$ cat src/rtl/imm_gen_pipe_if.sv
// Handshake bundle for imm_gen_pipe: instruction input side and immediate queue output side.
// The master modport is the environment; the slave modport is the immediate generator.
interface imm_gen_pipe_if #(
  parameter int XLEN  = 32,
  parameter int DEPTH = 2
);
  logic                     in_val;
  logic                     in_rdy;
  logic [31:0]              in_inst;
  logic [2:0]               in_imm_type;
  logic                     out_val;
  logic                     out_rdy;
  logic [XLEN-1:0]          out_imm;
  logic                     out_illegal;
  logic [$clog2(DEPTH):0]   out_count;

  modport master (
    output in_val, in_inst, in_imm_type, out_rdy,
    input  in_rdy, out_val, out_imm, out_illegal, out_count
  );

  modport slave (
    input  in_val, in_inst, in_imm_type, out_rdy,
    output in_rdy, out_val, out_imm, out_illegal, out_count
  );
endinterface

$ cat src/rtl/imm_gen_pipe.sv
// TinyRV1 immediate generator feeding a DEPTH-entry FIFO; decode happens on push.
// Define IMM_GEN_PIPE_UTYPE_EN to decode type 4 (U); otherwise type 4 is reserved.
module imm_gen_pipe #(
  parameter int XLEN  = 32,
  parameter int DEPTH = 2
) (
  input  logic          clk,
  input  logic          rst_n,
  imm_gen_pipe_if.slave bus
);
  localparam int PW = $clog2(DEPTH);
  localparam int CW = PW + 1;

  typedef logic [PW-1:0] ptr_t;
  typedef logic [CW-1:0] cnt_t;

  function automatic logic is_illegal(input logic [2:0] t);
`ifdef IMM_GEN_PIPE_UTYPE_EN
    return (t > 3'd4);
`else
    return (t > 3'd3);
`endif
  endfunction

  // Size casts of signed operands sign-extend, so inst[31] fills the upper bits.
  function automatic logic signed [XLEN-1:0] decode_imm(input logic [31:7] inst,
                                                        input logic [2:0]  t);
    logic signed [XLEN-1:0] imm;
    imm = '0;
    case (t)
      3'd0: imm = XLEN'($signed(inst[31:20]));
      3'd1: imm = XLEN'($signed({inst[31:25], inst[11:7]}));
      3'd2: imm = XLEN'($signed({inst[31], inst[19:12], inst[20], inst[30:21], 1'b0}));
      3'd3: imm = XLEN'($signed({inst[31], inst[7], inst[30:25], inst[11:8], 1'b0}));
`ifdef IMM_GEN_PIPE_UTYPE_EN
      3'd4: imm = XLEN'($signed({inst[31:12], 12'b0}));
`endif
      default: imm = '0;
    endcase
    return imm;
  endfunction

  ptr_t                   wr_ptr_q, wr_ptr_d;
  ptr_t                   rd_ptr_q, rd_ptr_d;
  cnt_t                   count_q, count_d;
  logic                   rdy_en_q, rdy_en_d;
  logic signed [XLEN-1:0] imm_mem_q [DEPTH];
  logic                   ill_mem_q [DEPTH];
  logic signed [XLEN-1:0] wr_imm_d;
  logic                   wr_ill_d;
  logic                   in_rdy;
  logic                   out_val;
  logic                   push;
  logic                   pop;
  logic                   unused_opcode;

  assign unused_opcode = ^bus.in_inst[6:0];

  // Decode stage: immediate is formed from the input word and captured only on push.
  always_comb begin
    in_rdy   = rdy_en_q && (count_q < cnt_t'(DEPTH));
    out_val  = (count_q != '0);
    push     = bus.in_val && in_rdy;
    pop      = out_val && bus.out_rdy;
    wr_imm_d = decode_imm(bus.in_inst[31:7], bus.in_imm_type);
    wr_ill_d = is_illegal(bus.in_imm_type);
  end

  // in_rdy is held low until the first edge after reset release.
  always_comb begin
    rdy_en_d = 1'b1;
    wr_ptr_d = wr_ptr_q;
    rd_ptr_d = rd_ptr_q;
    count_d  = count_q;
    if (push) wr_ptr_d = wr_ptr_q + ptr_t'(1);
    if (pop)  rd_ptr_d = rd_ptr_q + ptr_t'(1);
    case ({push, pop})
      2'b10:   count_d = count_q + cnt_t'(1);
      2'b01:   count_d = count_q - cnt_t'(1);
      default: count_d = count_q;
    endcase
  end

  always_ff @(posedge clk or negedge rst_n) begin
    if (!rst_n) begin
      rdy_en_q <= 1'b0;
      wr_ptr_q <= '0;
      rd_ptr_q <= '0;
      count_q  <= '0;
    end else begin
      rdy_en_q <= rdy_en_d;
      wr_ptr_q <= wr_ptr_d;
      rd_ptr_q <= rd_ptr_d;
      count_q  <= count_d;
    end
  end

  // Queue storage stage: data only, validity comes from count_q.
  always_ff @(posedge clk) begin
    if (push) begin
      imm_mem_q[wr_ptr_q] <= wr_imm_d;
      ill_mem_q[wr_ptr_q] <= wr_ill_d;
    end
  end

  assign bus.in_rdy      = in_rdy;
  assign bus.out_val     = out_val;
  assign bus.out_count   = count_q;
  assign bus.out_imm     = out_val ? imm_mem_q[rd_ptr_q] : '0;
  assign bus.out_illegal = out_val ? ill_mem_q[rd_ptr_q] : 1'b0;
endmodule
$ cat src/flat_wrapper.sv
// flat-port wrapper written by rule: the top's interface ports become plain ports
module imm_gen_pipe_flat 
#(
  parameter int XLEN  = 32,
  parameter int DEPTH = 2
)
  (clk, rst_n, bus_in_val, bus_in_inst, bus_in_imm_type, bus_out_rdy, bus_in_rdy, bus_out_val, bus_out_imm, bus_out_illegal, bus_out_count);
  imm_gen_pipe_if #(.XLEN(XLEN), .DEPTH(DEPTH)) bus_i ();
  input  logic clk;
  input  logic rst_n;
  input wire logic [$bits(bus_i.in_val)-1:0] bus_in_val;
  input wire logic [$bits(bus_i.in_inst)-1:0] bus_in_inst;
  input wire logic [$bits(bus_i.in_imm_type)-1:0] bus_in_imm_type;
  input wire logic [$bits(bus_i.out_rdy)-1:0] bus_out_rdy;
  output wire logic [$bits(bus_i.in_rdy)-1:0] bus_in_rdy;
  output wire logic [$bits(bus_i.out_val)-1:0] bus_out_val;
  output wire logic [$bits(bus_i.out_imm)-1:0] bus_out_imm;
  output wire logic [$bits(bus_i.out_illegal)-1:0] bus_out_illegal;
  output wire logic [$bits(bus_i.out_count)-1:0] bus_out_count;
  assign bus_i.in_val = bus_in_val;
  assign bus_i.in_inst = bus_in_inst;
  assign bus_i.in_imm_type = bus_in_imm_type;
  assign bus_i.out_rdy = bus_out_rdy;
  assign bus_in_rdy = bus_i.in_rdy;
  assign bus_out_val = bus_i.out_val;
  assign bus_out_imm = bus_i.out_imm;
  assign bus_out_illegal = bus_i.out_illegal;
  assign bus_out_count = bus_i.out_count;
  imm_gen_pipe #(.XLEN(XLEN), .DEPTH(DEPTH)) u_core (.clk(clk), .rst_n(rst_n), .bus(bus_i));
endmodule
$ cat config.mk
export PLATFORM = sky130hd
export DESIGN_NAME = imm_gen_pipe_flat
export DESIGN_NICKNAME = d
export VERILOG_FILES = /design/src/rtl/imm_gen_pipe_if.sv /design/src/rtl/imm_gen_pipe.sv /design/src/flat_wrapper.sv
export SDC_FILE = /design/constraint.sdc
export NUM_CORES = 1
export LEC_CHECK = 0
export CAP_MARGIN = 20
export CORE_AREA = 3 3 103 105
export DETAILED_ROUTE_END_ITERATION = 10
export DIE_AREA = 0 0 106 108
export PLACE_DENSITY_LB_ADDON = 0.08
export SYNTH_ARGS = -nofsm -noshare
export SYNTH_HDL_FRONTEND = slang
export SYNTH_SLANG_ARGS = --single-unit
$ cat constraint.sdc
create_clock -name clk -period 6.5 [get_ports clk]
set_clock_uncertainty 0.2 [all_clocks]
set_input_delay 1.625 -clock clk [delete_from_list [all_inputs] [get_ports clk]]
set_output_delay 1.625 -clock clk [all_outputs]
set_load 0.01 [all_outputs]
* After elaboration in Yosys (flattened, before gate mapping)
Memory sizes are Yosys's and may differ from the RTL's. Index checks and enable logic that the tools add are counted.
Word-level totals: logic and storage cells 29, register bits after elaboration 5, input port bits 39, memory bits (read-only) 0, memory bits (writable) 66, memories 2, bits in latches 0
Memory list:
- u_core.imm_mem_q | depth 2, bits a word 32, read ports 1, clocked after Yosys merged registers in 0, write ports 1, RTL line imm_gen_pipe.sv:47 | logic signed [XLEN-1:0] imm_mem_q [DEPTH];
- u_core.ill_mem_q | depth 2, bits a word 1, read ports 1, clocked after Yosys merged registers in 0, write ports 1, RTL line imm_gen_pipe.sv:48 | logic ill_mem_q [DEPTH];
Operators by class: $add $sub $neg 4, bitwise logic cells 0, multiplexer cells 6, multiply operators 0, $lt $le $gt $ge 2, reductions and logical operators 6, shift operators 0, div/mod/pow operators 0, equal/unequal tests 5
Operator list (count):
- $pmux 32 s4 | 1
- $mux 32 | 1
- $eq 3x2->1 const B | 2
- $pmux 2 s2 | 1
- $reduce_bool 2->1 | 2
- $eq 3x1->1 const B | 1
- $gt 3x2->1 const B | 1
- $logic_and 1x1->1 | 3
- $logic_not 3->1 | 1
- $mux 1 | 3
- $add 1x1->1 const B | 2
- $add 2x1->2 const B | 1
- $eq 2x1->1 const B | 1
- $eq 2x2->1 const B | 1
- $lt 2x2->1 const B | 1
- $sub 2x1->2 const B | 1

* Longest topological paths before layout
Gate-level depths: netlist of the first run.
depth after elaboration 5, mapped depth 6, depth with buffers taken out 6

* Worst setup path before layout of the first run
Ideal clock, no wire load.
path kind flip-flop to output port, start reg u_core.rd_ptr_q, end out bus_out_imm[21], required time 4675 ps, arrival time 1489 ps, path slack 3186 ps, stages on the path, launching flop included 6, cell sequence dfrtp_1 -> buf_2 -> buf_6 -> mux2i_1 -> nor2_1 -> buf_4
Between the ends: cells in the longest elaborated chain, start to end 2
RTL lines:
- from (decl) | RTL line imm_gen_pipe.sv:44 | ptr_t rd_ptr_q, rd_ptr_d;
- from (signal assigned) | RTL line imm_gen_pipe.sv:93 | rd_ptr_q <= rd_ptr_d;
- $mem_v2 2x32
- $mux 32 | RTL line imm_gen_pipe.sv:109 | assign bus.out_imm = out_val ? imm_mem_q[rd_ptr_q] : '0;
- to (decl) | RTL line flat_wrapper.sv:17 | output wire logic [$bits(bus_i.out_imm)-1:0] bus_out_imm;
No other way between the ends.

* Worst setup path after layout of the first run
start reg u_core.rd_ptr_q, end out bus_out_imm[26]
The elaborated chain is that of the path after synthesis.

==> report_table.html, run 1 <==
<table>
<tr><th>Metric</th><th>Value</th></tr>
<tr><th colspan="2">Clock tree</th></tr>
<tr><td>Insertion delay of the later-clocked pin in the worst-skew pair</td><td>0.29 ns</td></tr>
<tr><td>Number of instances resized during post-cts repair</td><td>0</td></tr>
<tr><td>Cts-stage hold buffer count</td><td>0</td></tr>
<tr><td>CTS tree</td><td>yes</td></tr>
<tr><td>Clock buffer depth</td><td>2</td></tr>
<tr><td>Root cell of the clock tree</td><td>sky130_fd_sc_hd__clkbuf_8</td></tr>
<tr><td>Number of clock sinks</td><td>between 40 and 50</td></tr>
<tr><td>Num CTS Buffers</td><td>5</td></tr>
<tr><td>Post-CTS Repair Setup Buffers</td><td>0</td></tr>
<tr><td>Clock transition at the registers of the reported paths</td><td>~0.090 ns</td></tr>
<tr><td>Maximum level of the CTS H-tree</td><td>2</td></tr>
<tr><th colspan="2">Synth</th></tr>
<tr><td>Main area contributors after synthesis</td><td>sky130_fd_sc_hd__edfxtp_1 59%, sky130_fd_sc_hd__mux2i_1 12%, sky130_fd_sc_hd__dfrtp_1 5.6%</td></tr>
<tr><td>Fraction of post-synthesis cell area in the top cell type by area</td><td>59.33%</td></tr>
<tr><td>Cell area after synthesis</td><td>~2200 um^2</td></tr>
<tr><td>Cell count after synthesis</td><td>166</td></tr>
<tr><td>Avg Inst Size Synth</td><td>13.42 um^2</td></tr>
<tr><td>Flop and latch count out of synthesis</td><td>49</td></tr>
<tr><td>Proportion of synthesized chip area in sequential cells</td><td>between 60% and 70%</td></tr>
<tr><td>Unique cell type count in the Yosys netlist</td><td>25</td></tr>
<tr><td>Synthesized netlist net count</td><td>206</td></tr>
<tr><td>Number of warnings issued by yosys</td><td>0</td></tr>
<tr><td>Biggest area consumer among synthesized cells</td><td>sky130_fd_sc_hd__edfxtp_1</td></tr>
<tr><th colspan="2">Die</th></tr>
<tr><td>Die span in x</td><td>106 um</td></tr>
<tr><td>Std-Cell Core Area</td><td>a little under 10000 um^2</td></tr>
<tr><td>Die Footprint</td><td>11450 um^2</td></tr>
<tr><td>Boundary pin count</td><td>76</td></tr>
<tr><td>Die height</td><td>around 110 um</td></tr>
<tr><td>Row cnt</td><td>36</td></tr>
<tr><td>Initial Util</td><td>a little under a quarter</td></tr>
<tr><th colspan="2">Final layout</th></tr>
<tr><td>Fillcell total</td><td>1031</td></tr>
<tr><td>Share of cells above drive strength 1</td><td>6.222%</td></tr>
<tr><td>Commonest non-fill, non-tap cells in the layout</td><td>68 x sky130_fd_sc_hd__clkdlybuf4s50_1, 44 x sky130_fd_sc_hd__edfxtp_1, 28 x sky130_fd_sc_hd__nor2_1</td></tr>
<tr><td>Most common library cell in the layout ignoring fill and taps</td><td>sky130_fd_sc_hd__clkdlybuf4s50_1</td></tr>
<tr><td>Diodes inserted</td><td>0</td></tr>
<tr><td>Post-synthesis to final-layout area growth</td><td>36.80%</td></tr>
<tr><td>Flip-flop and latch area</td><td>1446 um^2</td></tr>
<tr><td>Multi-input gate area in the final layout</td><td>between 600 and 700 um^2</td></tr>
<tr><td>Net count reported at finish</td><td>264</td></tr>
<tr><th colspan="2">Critical path</th></tr>
<tr><td>Cell-by-cell listing of the critical path</td><td>buf_4 &gt; mux2i_1 &gt; nor2_1 &gt; clkdlybuf4s50_1</td></tr>
<tr><td>Startpoint class of the critical path</td><td>flip-flop</td></tr>
<tr><td>Count of cells along the worst register-to-register path</td><td>6</td></tr>
<tr><td>Data arrival time at the worst-slack endpoint</td><td>2.31 ns</td></tr>
<tr><td>Delay of the slowest cell on the worst path</td><td>around 0.66 ns</td></tr>
<tr><td>CP Max Fanout</td><td>23</td></tr>
<tr><td>Required time at the worst-slack endpoint</td><td>4.68 ns</td></tr>
<tr><td>Critical path class</td><td>reg -&gt; out</td></tr>
<tr><td>Library cell contributing the largest single delay on the critical path</td><td>sky130_fd_sc_hd__clkdlybuf4s50_1</td></tr>
<tr><td>Worst setup EP type</td><td>output pin</td></tr>
<tr><th colspan="2">Place</th></tr>
<tr><td>Final weighted congestion in routability-driven placement</td><td>0.5908</td></tr>
<tr><td>IO buf count</td><td>68</td></tr>
<tr><td>Post-detail-place hpwl</td><td>between 3 and 4 mm</td></tr>
<tr><td>Pre-CTS setup slack</td><td>2.602 ns</td></tr>
<tr><th colspan="2">STA</th></tr>
<tr><td>Fmax achieved</td><td>~240 MHz</td></tr>
<tr><td>Hold Violations, Final</td><td>0</td></tr>
<tr><td>Setup repair after global routing missed its margin</td><td>false</td></tr>
<tr><td>Final critical path time including I/O delays and setup</td><td>4.136 ns</td></tr>
<tr><td>Number of max-slew violations in the final report</td><td>0</td></tr>
<tr><td>Final clock period utilization by the worst path</td><td>a little under two thirds</td></tr>
<tr><td>Slew HR</td><td>36.88%</td></tr>
<tr><td>Post-route setup TNS</td><td>0 ns</td></tr>
<tr><td>Slew @ Worst Pin</td><td>roughly 0.94 ns</td></tr>
<tr><td>Worst path setup slack after routing</td><td>2.364 ns</td></tr>
<tr><td>Setup violation total in the final timing report</td><td>0</td></tr>
<tr><th colspan="2">GRT</th></tr>
<tr><td>Largest net degree at the start of global routing</td><td>25</td></tr>
<tr><td>Vias in the first global route</td><td>1458</td></tr>
<tr><td>Antenna violations before repair</td><td>0</td></tr>
<tr><td>First-pass GRT wire length</td><td>8.059 mm</td></tr>
<tr><td>Grt ovf</td><td>0</td></tr>
<tr><td>Total Routing Usage GR</td><td>roughly 9.2%</td></tr>
<tr><th colspan="2">Power and ir drop</th></tr>
<tr><td>Power density over cell area</td><td>370.9 nW/um^2</td></tr>
<tr><td>Worst supply voltage drop on vdd</td><td>0.1305 mV</td></tr>
<tr><td>Leak Pwr</td><td>approximately 1.1 nW</td></tr>
<tr><th colspan="2">Routing</th></tr>
<tr><td>Via total after detailed routing</td><td>1405</td></tr>
<tr><td>Via density per instance</td><td>3.925</td></tr>
<tr><td>Iteration-0 DRC count of the detailed router</td><td>48</td></tr>
<tr><td>First-pass detailed-route iteration total</td><td>4</td></tr>
<tr><td>DRT Wirelength</td><td>5.095 mm</td></tr>
<tr><td>Mean routed wirelength per cell</td><td>about 14 um</td></tr>
<tr><td>Post-route DRC violation count</td><td>0</td></tr>
<tr><td>Number of nets still failing antenna checks after routing</td><td>0</td></tr>
<tr><th colspan="2">Run</th></tr>
<tr><td>Maximum Capacitance Violations</td><td>0</td></tr>
<tr><th colspan="2">Outcome</th></tr>
<tr><td>Run status</td><td>finished clean</td></tr>
<tr><th colspan="2">Worst hold path</th></tr>
<tr><td>Path class of the lowest-slack min-delay path</td><td>reg -&gt; reg</td></tr>
<tr><td>Hold Path Stages</td><td>1</td></tr>
</table>
cell usage after synthesis (all sizes together):
cell type,count
buf,19
nor2,30
nor2b,9
a21oi,8
ha,1
nand2,1
conb,1
nor3,1
mux2i,27
xnor2,3
nand3b,8
edfxtp,44
clkbuf,2
and3,1
a211oi,1
inv,2
dfrtp,5
o21ai,1
xor2,2
final timing paths:
kind,from,end,slack (ns)
setup / recovery,u_core.rd_ptr_q$_DFFE_PN0P_,bus_out_imm[26],2.36
hold / removal,u_core.wr_ptr_q$_DFFE_PN0P_,u_core.wr_ptr_q$_DFFE_PN0P_,0.32
setup reg to reg,u_core.bus.out_count[0]$_DFFE_PN0P_,u_core.bus.out_count[1]$_DFFE_PN0P_,4.65
hold reg to reg,u_core.wr_ptr_q$_DFFE_PN0P_,u_core.wr_ptr_q$_DFFE_PN0P_,0.32
max in group asynchronous,rst_n,u_core.rd_ptr_q$_DFFE_PN0P_,4.56
min in group asynchronous,rst_n,u_core.bus.out_count[1]$_DFFE_PN0P_,1.34
final cells by class:
type | count | share of cell area (%)
inverters | 2 | 0.2464
well taps | 133 | 5.462
clock buffers | 5 | 2.259
repair buffers | 72 | 23.33
clock inverters | 3 | 0.4107
multi-input cells | 94 | 20.82
flip-flops and latches | 49 | 47.47
metrics by stage:
stage | total power, W | hold slack (ns) | instances | cell area (um^2) | utilization, %
finish | 0.001130 | 0.3210 | 358 | 3047 | 31.31
global route | 0.001211 | 0.3581 | 358 | 3047 | 31.31
CTS | 0.001159 | 0.3238 | 358 | 3047 | 31.31
detailed placement | 0.0009869 | 0.3059 | 350 | 2965 | 30.48
global placement | 0.0009892 | 0.2991 | 350 | 2965 | 30.48
floorplan | 0.0007309 | 0.2608 | 166 | 2227 | -
worst max-delay path: cells and delay by family (launching register included):
kind / cells / cell delay, ns
buffers and inverters: 2 / 1.04
DFF: 1 / 0.33
muxes: 1 / 0.15
and+or+nand+nor: 1 / 0.49
sequential cells by signal, summed over array words and instances (netlist names):
register,count
u_core.wr_ptr_q,1
u_core.rdy_en_q,1
u_core.ill_mem_q,2
u_core.bus.out_count,2
u_core.rd_ptr_q,1
u_core.imm_mem_q,42
metal layers:
layer / part of all wire, % / global-route usage, % / routed length [um] / vias up
li1: - / - / - / 687
met1: 44 / 11.38 / 2258 / 683
met2: 51 / 15.94 / 2591 / 31
met3: 3.8 / 2.269 / 192 / 4
met4: 1.0 / 3.053 / 53 / 0
met5: 0 / 0 / 0 / -
cells by family after synthesis:
group                      share of synthesized area (%)
DFF                                                64.94
buffers and inverters                              6.685
other                                             0.1684
and+or+nand+nor                                    11.18
muxes                                              12.13
adders and majority gates                         0.5617
xor gates and xnor gates                           1.967
AOI/OAI and AO/OA                                  2.360
power by group:
group / internal, W / switching, W / total [W]
combinational: 0.000294 / 0.000261 / 0.000556
sequential: 0.000390 / 0.0000179 / 0.000407
clock: 0.0000726 / 0.0000944 / 0.000167
total: 0.000757 / 0.000373 / 0.00113
Power figures use the tool's default switching activity.
==> run 2, diff against run 1 <==
==> constraint.sdc (replaced) <==
create_clock -name clk -period 4.2 [get_ports clk]
set_clock_uncertainty 0.2 [all_clocks]
set_input_delay 1.05 -clock clk [delete_from_list [all_inputs] [get_ports clk]]
set_output_delay 1.05 -clock clk [all_outputs]
set_load 0.01 [all_outputs]
==> run 2 against run 1 <==
First-iteration DRC count is 4.2% lower. Clock-buffer cell count stayed put. Global-route usage is 0.43 points lower. Die area stayed put. Cell area is 0.25% higher. Largest power group unchanged. Worst hold slack worse by 0.010 ns. Non-clock buffer count is 1 higher. Critical path type unchanged. Largest cell class unchanged. Clock power is 56% higher. Critical endpoint is now bus_out_imm[23]. Total power is 55% higher. Sequential share of layout area is 0.12 points lower. Sequential power is 56% higher. Final cell count is 0.28% higher. Highest routed layer unchanged.
==> report_table.html, run 2 (synthesis gave the netlist of run 1 again) <==
<table>
<tr><th>Metric</th><th>Value</th></tr>
<tr><th colspan="2">Final layout</th></tr>
<tr><td>Share of cells above drive strength 1</td><td>6.637% (was 6.222%)</td></tr>
<tr><td>Net count reported at finish</td><td>265 (was 264)</td></tr>
<tr><td>Diodes inserted</td><td>0 (unchanged)</td></tr>
<tr><td>Most common library cell in the layout ignoring fill and taps</td><td>sky130_fd_sc_hd__clkdlybuf4s50_1 (unchanged)</td></tr>
<tr><td>Non-filler instance count after layout</td><td>359 (was 358)</td></tr>
<tr><td>Post-route cell area</td><td>3054 um^2 (was 3047 um^2)</td></tr>
<tr><td>Commonest non-fill, non-tap cells in the layout</td><td>68 x sky130_fd_sc_hd__clkdlybuf4s50_1, 44 x sky130_fd_sc_hd__edfxtp_1, 28 x sky130_fd_sc_hd__nor2_1 (unchanged)</td></tr>
<tr><td>Largest register by flop count</td><td>u_core.imm_mem_q (unchanged)</td></tr>
<tr><td>Number of flip-flops under the largest register name</td><td>42 (unchanged)</td></tr>
<tr><td>Post-synthesis to final-layout area growth</td><td>37.13% (was 36.80%)</td></tr>
<tr><th colspan="2">Worst hold path</th></tr>
<tr><td>Path class of the lowest-slack min-delay path</td><td>reg -&gt; reg (unchanged)</td></tr>
<tr><td>Hold Path Stages</td><td>1 (unchanged)</td></tr>
<tr><td>Capture endpoint of the worst hold path</td><td>u_core.wr_ptr_q$_DFFE_PN0P_ (unchanged)</td></tr>
<tr><td>Hold Path Origin</td><td>u_core.wr_ptr_q$_DFFE_PN0P_ (unchanged)</td></tr>
<tr><th colspan="2">Clock tree</th></tr>
<tr><td>Maximum level of the CTS H-tree</td><td>2 (unchanged)</td></tr>
<tr><td>Clock buffer depth</td><td>2 (unchanged)</td></tr>
<tr><td>Post-CTS Repair Setup Buffers</td><td>0 (unchanged)</td></tr>
<tr><td>Insertion delay of the later-clocked pin in the worst-skew pair</td><td>0.29 ns (about the same)</td></tr>
<tr><td>Num CTS Buffers</td><td>5 (unchanged)</td></tr>
<tr><td>Root cell of the clock tree</td><td>sky130_fd_sc_hd__clkbuf_8 (unchanged)</td></tr>
<tr><td>CTS tree</td><td>yes (unchanged)</td></tr>
<tr><td>Cts-stage hold buffer count</td><td>0 (unchanged)</td></tr>
<tr><td>Number of instances resized during post-cts repair</td><td>0 (unchanged)</td></tr>
<tr><td>Clock transition at the registers of the reported paths</td><td>0.08 ns (was 0.09 ns)</td></tr>
<tr><td>Number of clock sinks</td><td>49 (unchanged)</td></tr>
<tr><th colspan="2">STA</th></tr>
<tr><td>Final clock period utilization by the worst path</td><td>83.47%</td></tr>
<tr><td>Number of max-slew violations in the final report</td><td>0 (unchanged)</td></tr>
<tr><td>Setup repair after global routing missed its margin</td><td>false (unchanged)</td></tr>
<tr><td>Worst path setup slack after routing</td><td>0.6942 ns (was 2.364 ns)</td></tr>
<tr><td>Hold Violations, Final</td><td>0 (unchanged)</td></tr>
<tr><td>Slew @ Worst Pin</td><td>0.9943 ns (was 0.9438 ns)</td></tr>
<tr><td>Fmax achieved</td><td>285.2 MHz</td></tr>
<tr><td>Setup violation total in the final timing report</td><td>0 (unchanged)</td></tr>
<tr><td>Final critical path time including I/O delays and setup</td><td>around 3.5 ns</td></tr>
<tr><td>Slew HR</td><td>33.50% (was 36.88%)</td></tr>
<tr><td>Post-route setup TNS</td><td>0 ns (unchanged)</td></tr>
<tr><th colspan="2">Place</th></tr>
<tr><td>Pre-CTS setup slack</td><td>0.8765 ns (was 2.602 ns)</td></tr>
<tr><td>Final weighted congestion in routability-driven placement</td><td>0.6309 (was 0.5908)</td></tr>
<tr><td>IO buf count</td><td>68 (unchanged)</td></tr>
<tr><td>Placed instance count</td><td>351 (was 350)</td></tr>
<tr><td>Post-detail-place hpwl</td><td>3.406 mm (was 3.297 mm)</td></tr>
<tr><td>Post-Place Cell Area</td><td>2973 um^2 (was 2965 um^2)</td></tr>
<tr><th colspan="2">Critical path</th></tr>
<tr><td>Data arrival time at the worst-slack endpoint</td><td>2.26 ns (was 2.31 ns)</td></tr>
<tr><td>Library cell contributing the largest single delay on the critical path</td><td>sky130_fd_sc_hd__nor2_2 (was sky130_fd_sc_hd__clkdlybuf4s50_1)</td></tr>
<tr><td>Worst setup EP type</td><td>output pin (unchanged)</td></tr>
<tr><td>Critical path class</td><td>reg -&gt; out (unchanged)</td></tr>
<tr><td>Reg-to-Reg End</td><td>u_core.bus.out_count[1]$_DFFE_PN0P_ (unchanged)</td></tr>
<tr><td>Cell-by-cell listing of the critical path</td><td>nor2_2 &gt; nor2_1 &gt; clkdlybuf4s50_1 (was buf_4 &gt; mux2i_1 &gt; nor2_1 &gt; clkdlybuf4s50_1)</td></tr>
<tr><td>Count of cells along the worst register-to-register path</td><td>6 (unchanged)</td></tr>
<tr><td>FF-to-FF setup slack</td><td>1.89 ns (was 4.65 ns)</td></tr>
<tr><td>Startpoint class of the critical path</td><td>flip-flop (unchanged)</td></tr>
<tr><td>Delay of the slowest cell on the worst path</td><td>0.58 ns (was 0.66 ns)</td></tr>
<tr><td>Required time at the worst-slack endpoint</td><td>2.95 ns (was 4.68 ns)</td></tr>
<tr><td>CP Max Fanout</td><td>15 (was 23)</td></tr>
<tr><td>Worst flop-to-flop path startpoint</td><td>u_core.bus.out_count[0]$_DFFE_PN0P_ (unchanged)</td></tr>
<tr><th colspan="2">Die</th></tr>
<tr><td>Die Footprint</td><td>11450 um^2 (unchanged)</td></tr>
<tr><td>Die span in x</td><td>106 um (unchanged)</td></tr>
<tr><td>Row cnt</td><td>36 (unchanged)</td></tr>
<tr><td>Std-Cell Core Area</td><td>9729 um^2 (unchanged)</td></tr>
<tr><td>Initial Util</td><td>22.89% (unchanged)</td></tr>
<tr><td>Boundary pin count</td><td>76 (unchanged)</td></tr>
<tr><td>Die height</td><td>108 um (unchanged)</td></tr>
<tr><th colspan="2">Power and ir drop</th></tr>
<tr><td>Switching power summed over all nets</td><td>0.0005822 W (was 0.0003733 W)</td></tr>
<tr><td>Clock share of power</td><td>14.8% (about the same)</td></tr>
<tr><td>Sequential cell fraction of total power</td><td>36.1% (about the same)</td></tr>
<tr><td>Power density over cell area</td><td>574.2 nW/um^2 (was 370.9 nW/um^2)</td></tr>
<tr><td>Logic gate share of total power</td><td>49.0% (was 49.2%)</td></tr>
<tr><td>Leak Pwr</td><td>1.108 nW (was 1.103 nW)</td></tr>
<tr><td>Proportion of total power due to net switching</td><td>33.20% (was 33.04%)</td></tr>
<tr><td>Cell-internal power</td><td>0.001171 W (was 0.0007566 W)</td></tr>
<tr><td>Worst supply voltage drop on vdd</td><td>0.1747 mV (was 0.1305 mV)</td></tr>
<tr><td>PnR Total Power</td><td>0.001754 W (was 0.001130 W)</td></tr>
<tr><th colspan="2">GRT</th></tr>
<tr><td>Antenna violations before repair</td><td>0 (unchanged)</td></tr>
<tr><td>Vias in the first global route</td><td>1339 (was 1458)</td></tr>
<tr><td>First-pass GRT wire length</td><td>7.569 mm (was 8.059 mm)</td></tr>
<tr><td>Total Routing Usage GR</td><td>8.806% (was 9.234%)</td></tr>
<tr><td>Grt ovf</td><td>0 (unchanged)</td></tr>
<tr><td>Largest net degree at the start of global routing</td><td>24 (was 25)</td></tr>
<tr><th colspan="2">Run</th></tr>
<tr><td>Maximum Capacitance Violations</td><td>0 (unchanged)</td></tr>
<tr><th colspan="2">Routing</th></tr>
<tr><td>DRT Wirelength</td><td>5.155 mm (was 5.095 mm)</td></tr>
<tr><td>Number of nets still failing antenna checks after routing</td><td>0 (unchanged)</td></tr>
<tr><td>First-pass detailed-route iteration total</td><td>4 (unchanged)</td></tr>
<tr><td>Met3 routed WL</td><td>268 um (was 192 um)</td></tr>
<tr><td>Met1 routed wirelength after detailed routing</td><td>2.316 mm (was 2.258 mm)</td></tr>
<tr><td>Met2 wire length</td><td>2.519 mm (was 2.591 mm)</td></tr>
<tr><td>Iteration-0 DRC count of the detailed router</td><td>46 (was 48)</td></tr>
<tr><td>Top metal layer carrying routed signals</td><td>met4 (unchanged)</td></tr>
<tr><td>Via total after detailed routing</td><td>1397 (was 1405)</td></tr>
<tr><td>Via density per instance</td><td>3.891 (was 3.925)</td></tr>
<tr><td>Mean routed wirelength per cell</td><td>14.36 um (was 14.23 um)</td></tr>
<tr><td>Post-route DRC violation count</td><td>0 (unchanged)</td></tr>
<tr><th colspan="2">Outcome</th></tr>
<tr><td>Run status</td><td>finished clean (unchanged)</td></tr>
</table>
## run 2: how the worst max path moves through the flow
| stage | start | to | slack [ns] | cells after the start |
|---|---|---|---|---|
| detailed placement | u_core.bus.out_count[0]$_DFFE_PN0P_ | bus_out_imm[25] | 0.88 | 3 |
| global placement | u_core.bus.out_count[0]$_DFFE_PN0P_ | bus_out_imm[23] | 0.89 | 3 |
| floorplan | u_core.rd_ptr_q$_DFFE_PN0P_ | bus_out_imm[21] | 1.46 | 5 |
| global route | u_core.bus.out_count[0]$_DFFE_PN0P_ | bus_out_imm[25] | 0.44 | 3 |
| finish | u_core.bus.out_count[0]$_DFFE_PN0P_ | bus_out_imm[23] | 0.69 | 3 |
| CTS | u_core.bus.out_count[0]$_DFFE_PN0P_ | bus_out_imm[25] | 0.54 | 3 |
## run 2: layer usage
metal / vias to the layer above / global-route usage (%)
met5: - / 0
met4: 0 / 2.775
met1: 679 / 11.02
met3: 2 / 2.806
li1: 686 / -
met2: 30 / 14.57
## run 2: through the flow
| stage | hold slack [ns] | utilization [%] |
|---|---|---|
| 2_1_floorplan | 0.2608 | - |
| 3_3_place_gp | 0.3043 | 30.56 |
| 3_5_place_dp | 0.3014 | 30.56 |
| 4_1_cts | 0.3138 | 31.39 |
| 5_1_grt | 0.3254 | 31.39 |
| 6_report | 0.3109 | 31.39 |
## run 2: cell type report
cell class                      count  area, um^2
Clock buffer                        5       68.82
Clock inverter                      3       12.51
Fill cell                        1038        6675
Inverter                            2       7.507
Multi-Input combinational cell     94       634.4
Sequential cell                    49        1446
Tap cell                          133       166.4
Timing Repair Buffer               73       718.2
## run 2: power groups by stage
stage                     Combinational [W]  Clock [W]  Sequential [W]
final                              0.000860   0.000260        0.000634
after global routing               0.000934   0.000291        0.000642
after CTS                          0.000888   0.000274        0.000634
after detailed placement           0.000885          0        0.000645
after global placement             0.000888          0        0.000646
after floorplan                    0.000488          0        0.000643
## run 2: critical path, delay by kind of cell, from the launching register on
| kind | cells | cell delay (ns) |
|---|---|---|
| buffers and inverters | 1 | 0.58 |
| AND/OR/NAND/NOR | 2 | 0.93 |
| flip-flops | 1 | 0.45 |
